==> src/rtl/alu_pkg.sv <==
// Shared definitions for the ALU family (pipelined alu_pipe and the
// unpipelined datapath that reuses alu_core).
//   - 3-bit opcode encodings
//   - bit positions of Z/N/C/V inside a packed 4-bit flag word {z,n,c,v}
package alu_pkg;

    localparam logic [2:0] OP_ADD   = 3'b100;
    localparam logic [2:0] OP_NEG   = 3'b010;
    localparam logic [2:0] OP_SUB   = 3'b001;
    localparam logic [2:0] OP_PASSA = 3'b111;
    localparam logic [2:0] OP_PASSB = 3'b000;
    localparam logic [2:0] OP_AND   = 3'b011;
    localparam logic [2:0] OP_OR    = 3'b101;
    localparam logic [2:0] OP_XOR   = 3'b110;

    localparam int FLG_Z = 3;
    localparam int FLG_N = 2;
    localparam int FLG_C = 1;
    localparam int FLG_V = 0;

endpackage

==> src/rtl/alu_core.sv <==
// Purely combinational ALU: opcode/a/b -> result and Z/N/C/V flags.
// Ports:
//   opcode  : operation select (alu_pkg::OP_*)
//   a, b    : WIDTH-bit operands
//   result  : WIDTH-bit result
//   z, n    : result is zero / result MSB
//   c       : carry out (ADD), no-borrow (SUB), b==0 (NEG), else 0
//   v       : signed overflow for ADD/SUB/NEG, else 0
module alu_core
    import alu_pkg::*;
#(
    parameter int WIDTH = 32
) (
    input  logic [2:0]       opcode,
    input  logic [WIDTH-1:0] a,
    input  logic [WIDTH-1:0] b,
    output logic [WIDTH-1:0] result,
    output logic             z,
    output logic             n,
    output logic             c,
    output logic             v
);

    localparam logic [WIDTH-1:0] MOST_NEG = {1'b1, {(WIDTH-1){1'b0}}};
    localparam logic [WIDTH:0]   ONE_EXT  = {{WIDTH{1'b0}}, 1'b1};

    // One extra bit so the carry out of the adder is captured directly.
    logic [WIDTH:0] sum_ext;

    always_comb begin
        // NOTE: every output gets a default before the case so no path
        // through this block can leave a value unassigned (no latch).
        sum_ext = '0;
        result  = '0;
        c       = 1'b0;
        v       = 1'b0;
        case (opcode)
            OP_ADD: begin
                sum_ext = {1'b0, a} + {1'b0, b};
                result  = sum_ext[WIDTH-1:0];
                c       = sum_ext[WIDTH];
                v       = (a[WIDTH-1] == b[WIDTH-1]) && (result[WIDTH-1] != a[WIDTH-1]);
            end
            OP_SUB: begin
                // b - a as b + ~a + 1; the carry out means "no borrow" (b >= a).
                sum_ext = {1'b0, b} + {1'b0, ~a} + ONE_EXT;
                result  = sum_ext[WIDTH-1:0];
                c       = sum_ext[WIDTH];
                v       = (a[WIDTH-1] != b[WIDTH-1]) && (result[WIDTH-1] != b[WIDTH-1]);
            end
            OP_NEG: begin
                sum_ext = {1'b0, ~b} + ONE_EXT;
                result  = sum_ext[WIDTH-1:0];
                c       = (b == '0);
                v       = (b == MOST_NEG);
            end
            OP_PASSA: result = a;
            OP_PASSB: result = b;
            OP_AND:   result = a & b;
            OP_OR:    result = a | b;
            OP_XOR:   result = a ^ b;
        endcase
    end

    assign z = (result == '0);
    assign n = result[WIDTH-1];

endmodule

==> src/rtl/alu_pipe.sv <==
// Two-stage pipelined ALU with valid/ready on both sides.
//   S1 registers the accepted opcode/operands; S2 registers the alu_core
//   result and flags. One op per cycle, at most two ops in flight.
// Ports:
//   clk, rst_n          : clock, asynchronous active-low reset
//   in_valid / in_ready : input handshake (in_ready depends on out_ready
//                         and pipeline state only, never on in_valid)
//   opcode, a, b        : operation and WIDTH-bit operands
//   out_valid/out_ready : output handshake
//   result, z, n, c, v  : S2 result and flags, held while stalled
//   flags_q             : {z,n,c,v} of the last consumed result
module alu_pipe
    import alu_pkg::*;
#(
    parameter int WIDTH = 32
) (
    input  logic             clk,
    input  logic             rst_n,
    input  logic             in_valid,
    output logic             in_ready,
    input  logic [2:0]       opcode,
    input  logic [WIDTH-1:0] a,
    input  logic [WIDTH-1:0] b,
    output logic             out_valid,
    input  logic             out_ready,
    output logic [WIDTH-1:0] result,
    output logic             z,
    output logic             n,
    output logic             c,
    output logic             v,
    output logic [3:0]       flags_q
);

    logic             s1_valid_q, s1_valid_d;
    logic [2:0]       s1_op_q,    s1_op_d;
    logic [WIDTH-1:0] s1_a_q,     s1_a_d;
    logic [WIDTH-1:0] s1_b_q,     s1_b_d;
    logic             s2_valid_q, s2_valid_d;
    logic [WIDTH-1:0] result_q,   result_d;
    logic [3:0]       s2_flags_q, s2_flags_d;
    logic [3:0]       flags_d;
    logic             s1_en, s2_en;

    logic [WIDTH-1:0] core_result;
    logic             core_z, core_n, core_c, core_v;

    alu_core #(.WIDTH(WIDTH)) u_core (
        .opcode (s1_op_q),
        .a      (s1_a_q),
        .b      (s1_b_q),
        .result (core_result),
        .z      (core_z),
        .n      (core_n),
        .c      (core_c),
        .v      (core_v)
    );

    always_comb begin
        // NOTE: combinational logic uses blocking assignments so later
        // statements see the values computed earlier in the same block.
        // A stage may advance when it is empty or its contents leave.
        s2_en    = !s2_valid_q || out_ready;
        s1_en    = !s1_valid_q || s2_en;
        in_ready = s1_en;

        s1_valid_d = s1_valid_q;
        s1_op_d    = s1_op_q;
        s1_a_d     = s1_a_q;
        s1_b_d     = s1_b_q;
        s2_valid_d = s2_valid_q;
        result_d   = result_q;
        s2_flags_d = s2_flags_q;
        flags_d    = flags_q;

        if (s1_en) begin
            s1_valid_d = in_valid;
            if (in_valid) begin
                s1_op_d = opcode;
                s1_a_d  = a;
                s1_b_d  = b;
            end
        end

        // A bubble only clears s2_valid; result/flags keep their last value.
        if (s2_en) begin
            s2_valid_d = s1_valid_q;
            if (s1_valid_q) begin
                result_d   = core_result;
                s2_flags_d = {core_z, core_n, core_c, core_v};
            end
        end

        if (s2_valid_q && out_ready) begin
            flags_d = s2_flags_q;
        end
    end

    always_ff @(posedge clk or negedge rst_n) begin
        // NOTE: datapath registers are reset along with the valid bits so
        // the visible outputs read as zero out of reset, not stale data.
        if (!rst_n) begin
            s1_valid_q <= 1'b0;
            s1_op_q    <= '0;
            s1_a_q     <= '0;
            s1_b_q     <= '0;
            s2_valid_q <= 1'b0;
            result_q   <= '0;
            s2_flags_q <= '0;
            flags_q    <= '0;
        end else begin
            // NOTE: sequential state uses non-blocking assignments so all
            // registers update together from the pre-edge values.
            s1_valid_q <= s1_valid_d;
            s1_op_q    <= s1_op_d;
            s1_a_q     <= s1_a_d;
            s1_b_q     <= s1_b_d;
            s2_valid_q <= s2_valid_d;
            result_q   <= result_d;
            s2_flags_q <= s2_flags_d;
            flags_q    <= flags_d;
        end
    end

    assign out_valid = s2_valid_q;
    assign result    = result_q;
    assign z         = s2_flags_q[FLG_Z];
    assign n         = s2_flags_q[FLG_N];
    assign c         = s2_flags_q[FLG_C];
    assign v         = s2_flags_q[FLG_V];

endmodule
==> config.mk <==
export PLATFORM = sky130hd
export DESIGN_NAME = alu_pipe
export DESIGN_NICKNAME = d
export VERILOG_FILES = /design/src/rtl/alu_pkg.sv /design/src/rtl/alu_core.sv /design/src/rtl/alu_pipe.sv
export SDC_FILE = /design/constraint.sdc
export NUM_CORES = 1
export LEC_CHECK = 0
export CAP_MARGIN = 15
export CORE_ASPECT_RATIO = 0.75
export CORE_MARGIN = 1
export CORE_UTILIZATION = 50
export CTS_CLUSTER_SIZE = 16
export DETAILED_ROUTE_END_ITERATION = 8
export PLACE_DENSITY = 0.72
export SLEW_MARGIN = 20
export SYNTH_ARGS = -nofsm -noshare
export SYNTH_HDL_FRONTEND = slang
export SYNTH_SLANG_ARGS = --single-unit
==> constraint.sdc <==
create_clock -name clk -period 5.1 [get_ports clk]
set_clock_uncertainty 0.1 [all_clocks]
set_input_delay 1.02 -clock clk [delete_from_list [all_inputs] [get_ports clk]]
set_output_delay 1.02 -clock clk [all_outputs]
set_load 0.01 [all_outputs]
==> impl_metrics.env <==
export IMPL_status="completed"
export IMPL_ys_seq_elements=108
export IMPL_clockBufferDepth=2
export IMPL_p_sw_share_pct=46.8
export IMPL_synth_area_per_cell_um2=8.33
export IMPL_end_kind="flip-flop"
export IMPL_yosysSeqAreaShare_pct=25.2
export IMPL_path_delay_family="compound AO/OA/AOI/OAI gates"
export IMPL_clock_power_share_pct=14.4
export IMPL_final_util_pct=58.9
export IMPL_cts_resized=0
export IMPL_drtAntennaViolNets=0
export IMPL_fin_setup_tns_ns=0
export IMPL_final_cell_mix="a21oi_1 (117), clkdlybuf4s50_1 (111), dfrtp_1 (106)"
export IMPL_first_iter_violations=1319
export IMPL_n_fill_cell=1974
export IMPL_cp_num_buf_inv=1
export IMPL_post_drt_wl_per_cell_um=21.9
export IMPL_fin_crit_sh_pct=88.1
export IMPL_portBuffers=112
export IMPL_crit_slowest_cell="o41ai_1"
export IMPL_drc=0
export IMPL_cts_sinks=108
export IMPL_slowest_delay_ns=0.71
export IMPL_start_util_pct=50.8
export IMPL_yosysWarnings=0
export IMPL_num_vias=10700
export IMPL_finalCriticalPeriod_ns=4.49
export IMPL_ir_drop_uv=165
export IMPL_grt_pass1_wl_mm=56.2
export IMPL_grt_pass1_vias=9673
export IMPL_pwr_share_comb_pct=59.2
export IMPL_fmax_ghz=0.223
export IMPL_rsz0062_at_grt="false"
export IMPL_dp_hpwl_mm=28.1
export IMPL_tightest_slew_ns=0.998
export IMPL_cp_required_ns=5.26
export IMPL_clk_pin_slew_worst_paths_ns=0.08
export IMPL_dieArea_mm2=0.0221
export IMPL_max_slew_margin_rel_pct=32.8
export IMPL_insertion_delay_ns=0.38
export IMPL_synthCells=1289
export IMPL_pin_count=113
export IMPL_hold_viol_final=0
export IMPL_track_usage_pct=33.7
export IMPL_rows=46
export IMPL_nNetsFinal=1532
export IMPL_firstDrtPassIters=5
export IMPL_p_sw_uw=2280
export IMPL_crit_path_start_kind="flip-flop"
export IMPL_cts_max_level=3
export IMPL_synthFlopType="dfrtp_1"
export IMPL_ys_types=75
export IMPL_place_congestion=1.02
export IMPL_power_internal_uw=2590
export IMPL_arrival_ns=4.66
export IMPL_die_x_um=171
export IMPL_routed_wl_mm=36.3
export IMPL_crit_type="reg2reg"
export IMPL_hp_class="reg2reg"
export IMPL_power_frac_seq_pct=26.4
export IMPL_antenna_found_initial=1
export IMPL_path_max_fanout=7
export IMPL_cts_buffers=9
export IMPL_grt_max_degree=68
export IMPL_overflow=0
export IMPL_syn_area_mm2=0.0107
export IMPL_cts_tree="done"
export IMPL_p_leak_uw=0.00534
export IMPL_postCtsSetupBuffers=0
export IMPL_report_final_slew_viol_count=0
export IMPL_die_h_um=129
export IMPL_synth_edf_count=0
export IMPL_final_common_cell="a21oi_1"
export IMPL_power_per_cell_area_mw_per_mm2=391
export IMPL_drv_cap=0
export IMPL_setup_viol=0
export IMPL_area_growth_pct=15.8
export IMPL_ctsHoldBuffers=0
export IMPL_clock_root_buffer="clkbuf_16"
export IMPL_syn_nets=1459
export IMPL_core_region_area_mm2=0.0211
export IMPL_ys_async_sr_fraction_pct=100
export IMPL_crit_chain="ha_1, inv_1, fa_1, nand2b_1, a2111oi_0, o21ai_0, and3b_1, o22ai_1, o21a_1, a21oi_1, o41ai_1, nor2_1, a32o_2"
export IMPL_vias_per_cell=6.47
export IMPL_drive_above_1_share_pct=12.1
-- stage by stage --
stage / instance area, um2 / hold slack (ns) / setup slack [ns] / power [uW] / std cells
after floorplan: 10700 / 0.357 / 1.27 / 3050 / 1289
after global placement: 12200 / 0.361 / 0.881 / 4020 / 1639
after detailed placement: 12200 / 0.369 / 0.770 / 4060 / 1639
after CTS: 12400 / 0.385 / 0.752 / 4770 / 1655
after global routing: 12400 / 0.390 / 0.214 / 5160 / 1655
final: 12400 / 0.377 / 0.608 / 4870 / 1656
-- final cells by class --
| type | instances | area (um2) | area share [%] |
|---|---|---|---|
| clock buffers | 10 | 229 | 1.84 |
| repair buffers | 146 | 1370 | 11.0 |
| well taps | 288 | 360 | 2.90 |
| flip-flops and latches | 108 | 2710 | 21.7 |
| clock inverters | 6 | 48.8 | 0.392 |
| diodes | 1 | 2.50 | 0.0201 |
| inverters | 106 | 398 | 3.20 |
| multi-input cells | 991 | 7320 | 58.9 |
-- synthesized netlist by cell type, types with 10 or more instances --
| master | number | share of area, % |
|---|---|---|
| a21o_1 | 19 | 1.3 |
| and2_1 | 13 | 0.76 |
| a31oi_1 | 14 | 0.82 |
| nor2_1 | 69 | 2.4 |
| nand3_1 | 20 | 0.93 |
| dfrtp_1 | 108 | 25 |
| o211ai_1 | 11 | 0.77 |
| a221oi_1 | 22 | 1.8 |
| ha_1 | 97 | 11 |
| clkbuf_1 | 75 | 2.6 |
| nand2_1 | 88 | 3.1 |
| a221o_1 | 13 | 1.2 |
| a21oi_1 | 117 | 5.5 |
| o22ai_1 | 14 | 0.82 |
| a22oi_1 | 14 | 0.98 |
| xnor2_1 | 34 | 2.8 |
| o21ai_0 | 72 | 3.4 |
| nand2b_1 | 17 | 0.99 |
| inv_1 | 104 | 3.6 |
| a211oi_1 | 16 | 1.1 |
| nand4_1 | 13 | 0.76 |
| or3_1 | 11 | 0.64 |
| mux2_2 | 88 | 9.2 |
| o31ai_1 | 16 | 1.1 |
| nor4_1 | 19 | 1.1 |
| mux2i_1 | 28 | 2.6 |
| nor3_1 | 26 | 1.2 |
| nor2b_1 | 10 | 0.58 |
| o221ai_1 | 16 | 1.3 |
| o221a_2 | 10 | 1.0 |
-- worst paths after layout --
path	start	endpoint	slack, ns	cells past startpoint
worst max-delay path	s1_b_q[0]$_DFFE_PN0P_	s2_flags_q[3]$_DFFE_PN0P_	0.61	13
worst min-delay path	result[18]$_DFFE_PN0P_	result[18]$_DFFE_PN0P_	0.38	2
worst max register to register	s1_b_q[0]$_DFFE_PN0P_	s2_flags_q[3]$_DFFE_PN0P_	0.61	13
worst min register to register	result[18]$_DFFE_PN0P_	result[18]$_DFFE_PN0P_	0.38	2
max in group asynchronous	rst_n	s1_b_q[9]$_DFFE_PN0P_	3.17	2
min in group asynchronous	rst_n	flags_q[0]$_DFFE_PN0P_	0.62	1
-- logic make-up (layout without fill, tap and decap cells) --
kind of cell,after synthesis,in the layout,share of synthesized area (%)
AO/OA/AOI/OAI,422,422,26.6
XOR/XNOR,37,37,3.02
adder cells (fa/ha/maj),99,99,11.7
buffers and inverters,190,268,6.70
flip-flops,108,108,25.2
multiplexers,118,118,12.3
other,0,1,0
AND/OR/NAND/NOR,315,315,14.6
-- sequential cells by signal, summed over array words and instances (netlist names) --
signal / cells
s1_a_q: 32
s1_b_q: 32
result: 31
flags_q: 4
s2_flags_q: 4
s1_op_q: 3
out_valid: 1
s1_valid_q: 1
-- power groups by stage --
stage / logic [uW] / registers [uW] / clock network (uW)
final: 2880 / 1280 / 700
after global routing: 3110 / 1310 / 740
after global placement: 2730 / 1280 / 0
after floorplan: 1780 / 1270 / 0
after CTS: 2780 / 1280 / 715
after detailed placement: 2760 / 1300 / 0
-- tightest hold or removal path, stage by stage, from the launching register on --
cell     delay, ns
dfrtp_1       0.34
nand2_1       0.05
o21ai_0       0.06
-- routing by layer --
metal  wire, um  GRT usage [%]  share of wire (%)  up-vias
met4        506           7.51                1.4        0
met2      12900           40.8                 36      677
met1      17000           51.3                 47     5067
li1           -              -                  -     4913
met3       5840           16.5                 16       52
met5          0              0                  0        -
No activity file was read; power rests on OpenSTA's default activity.
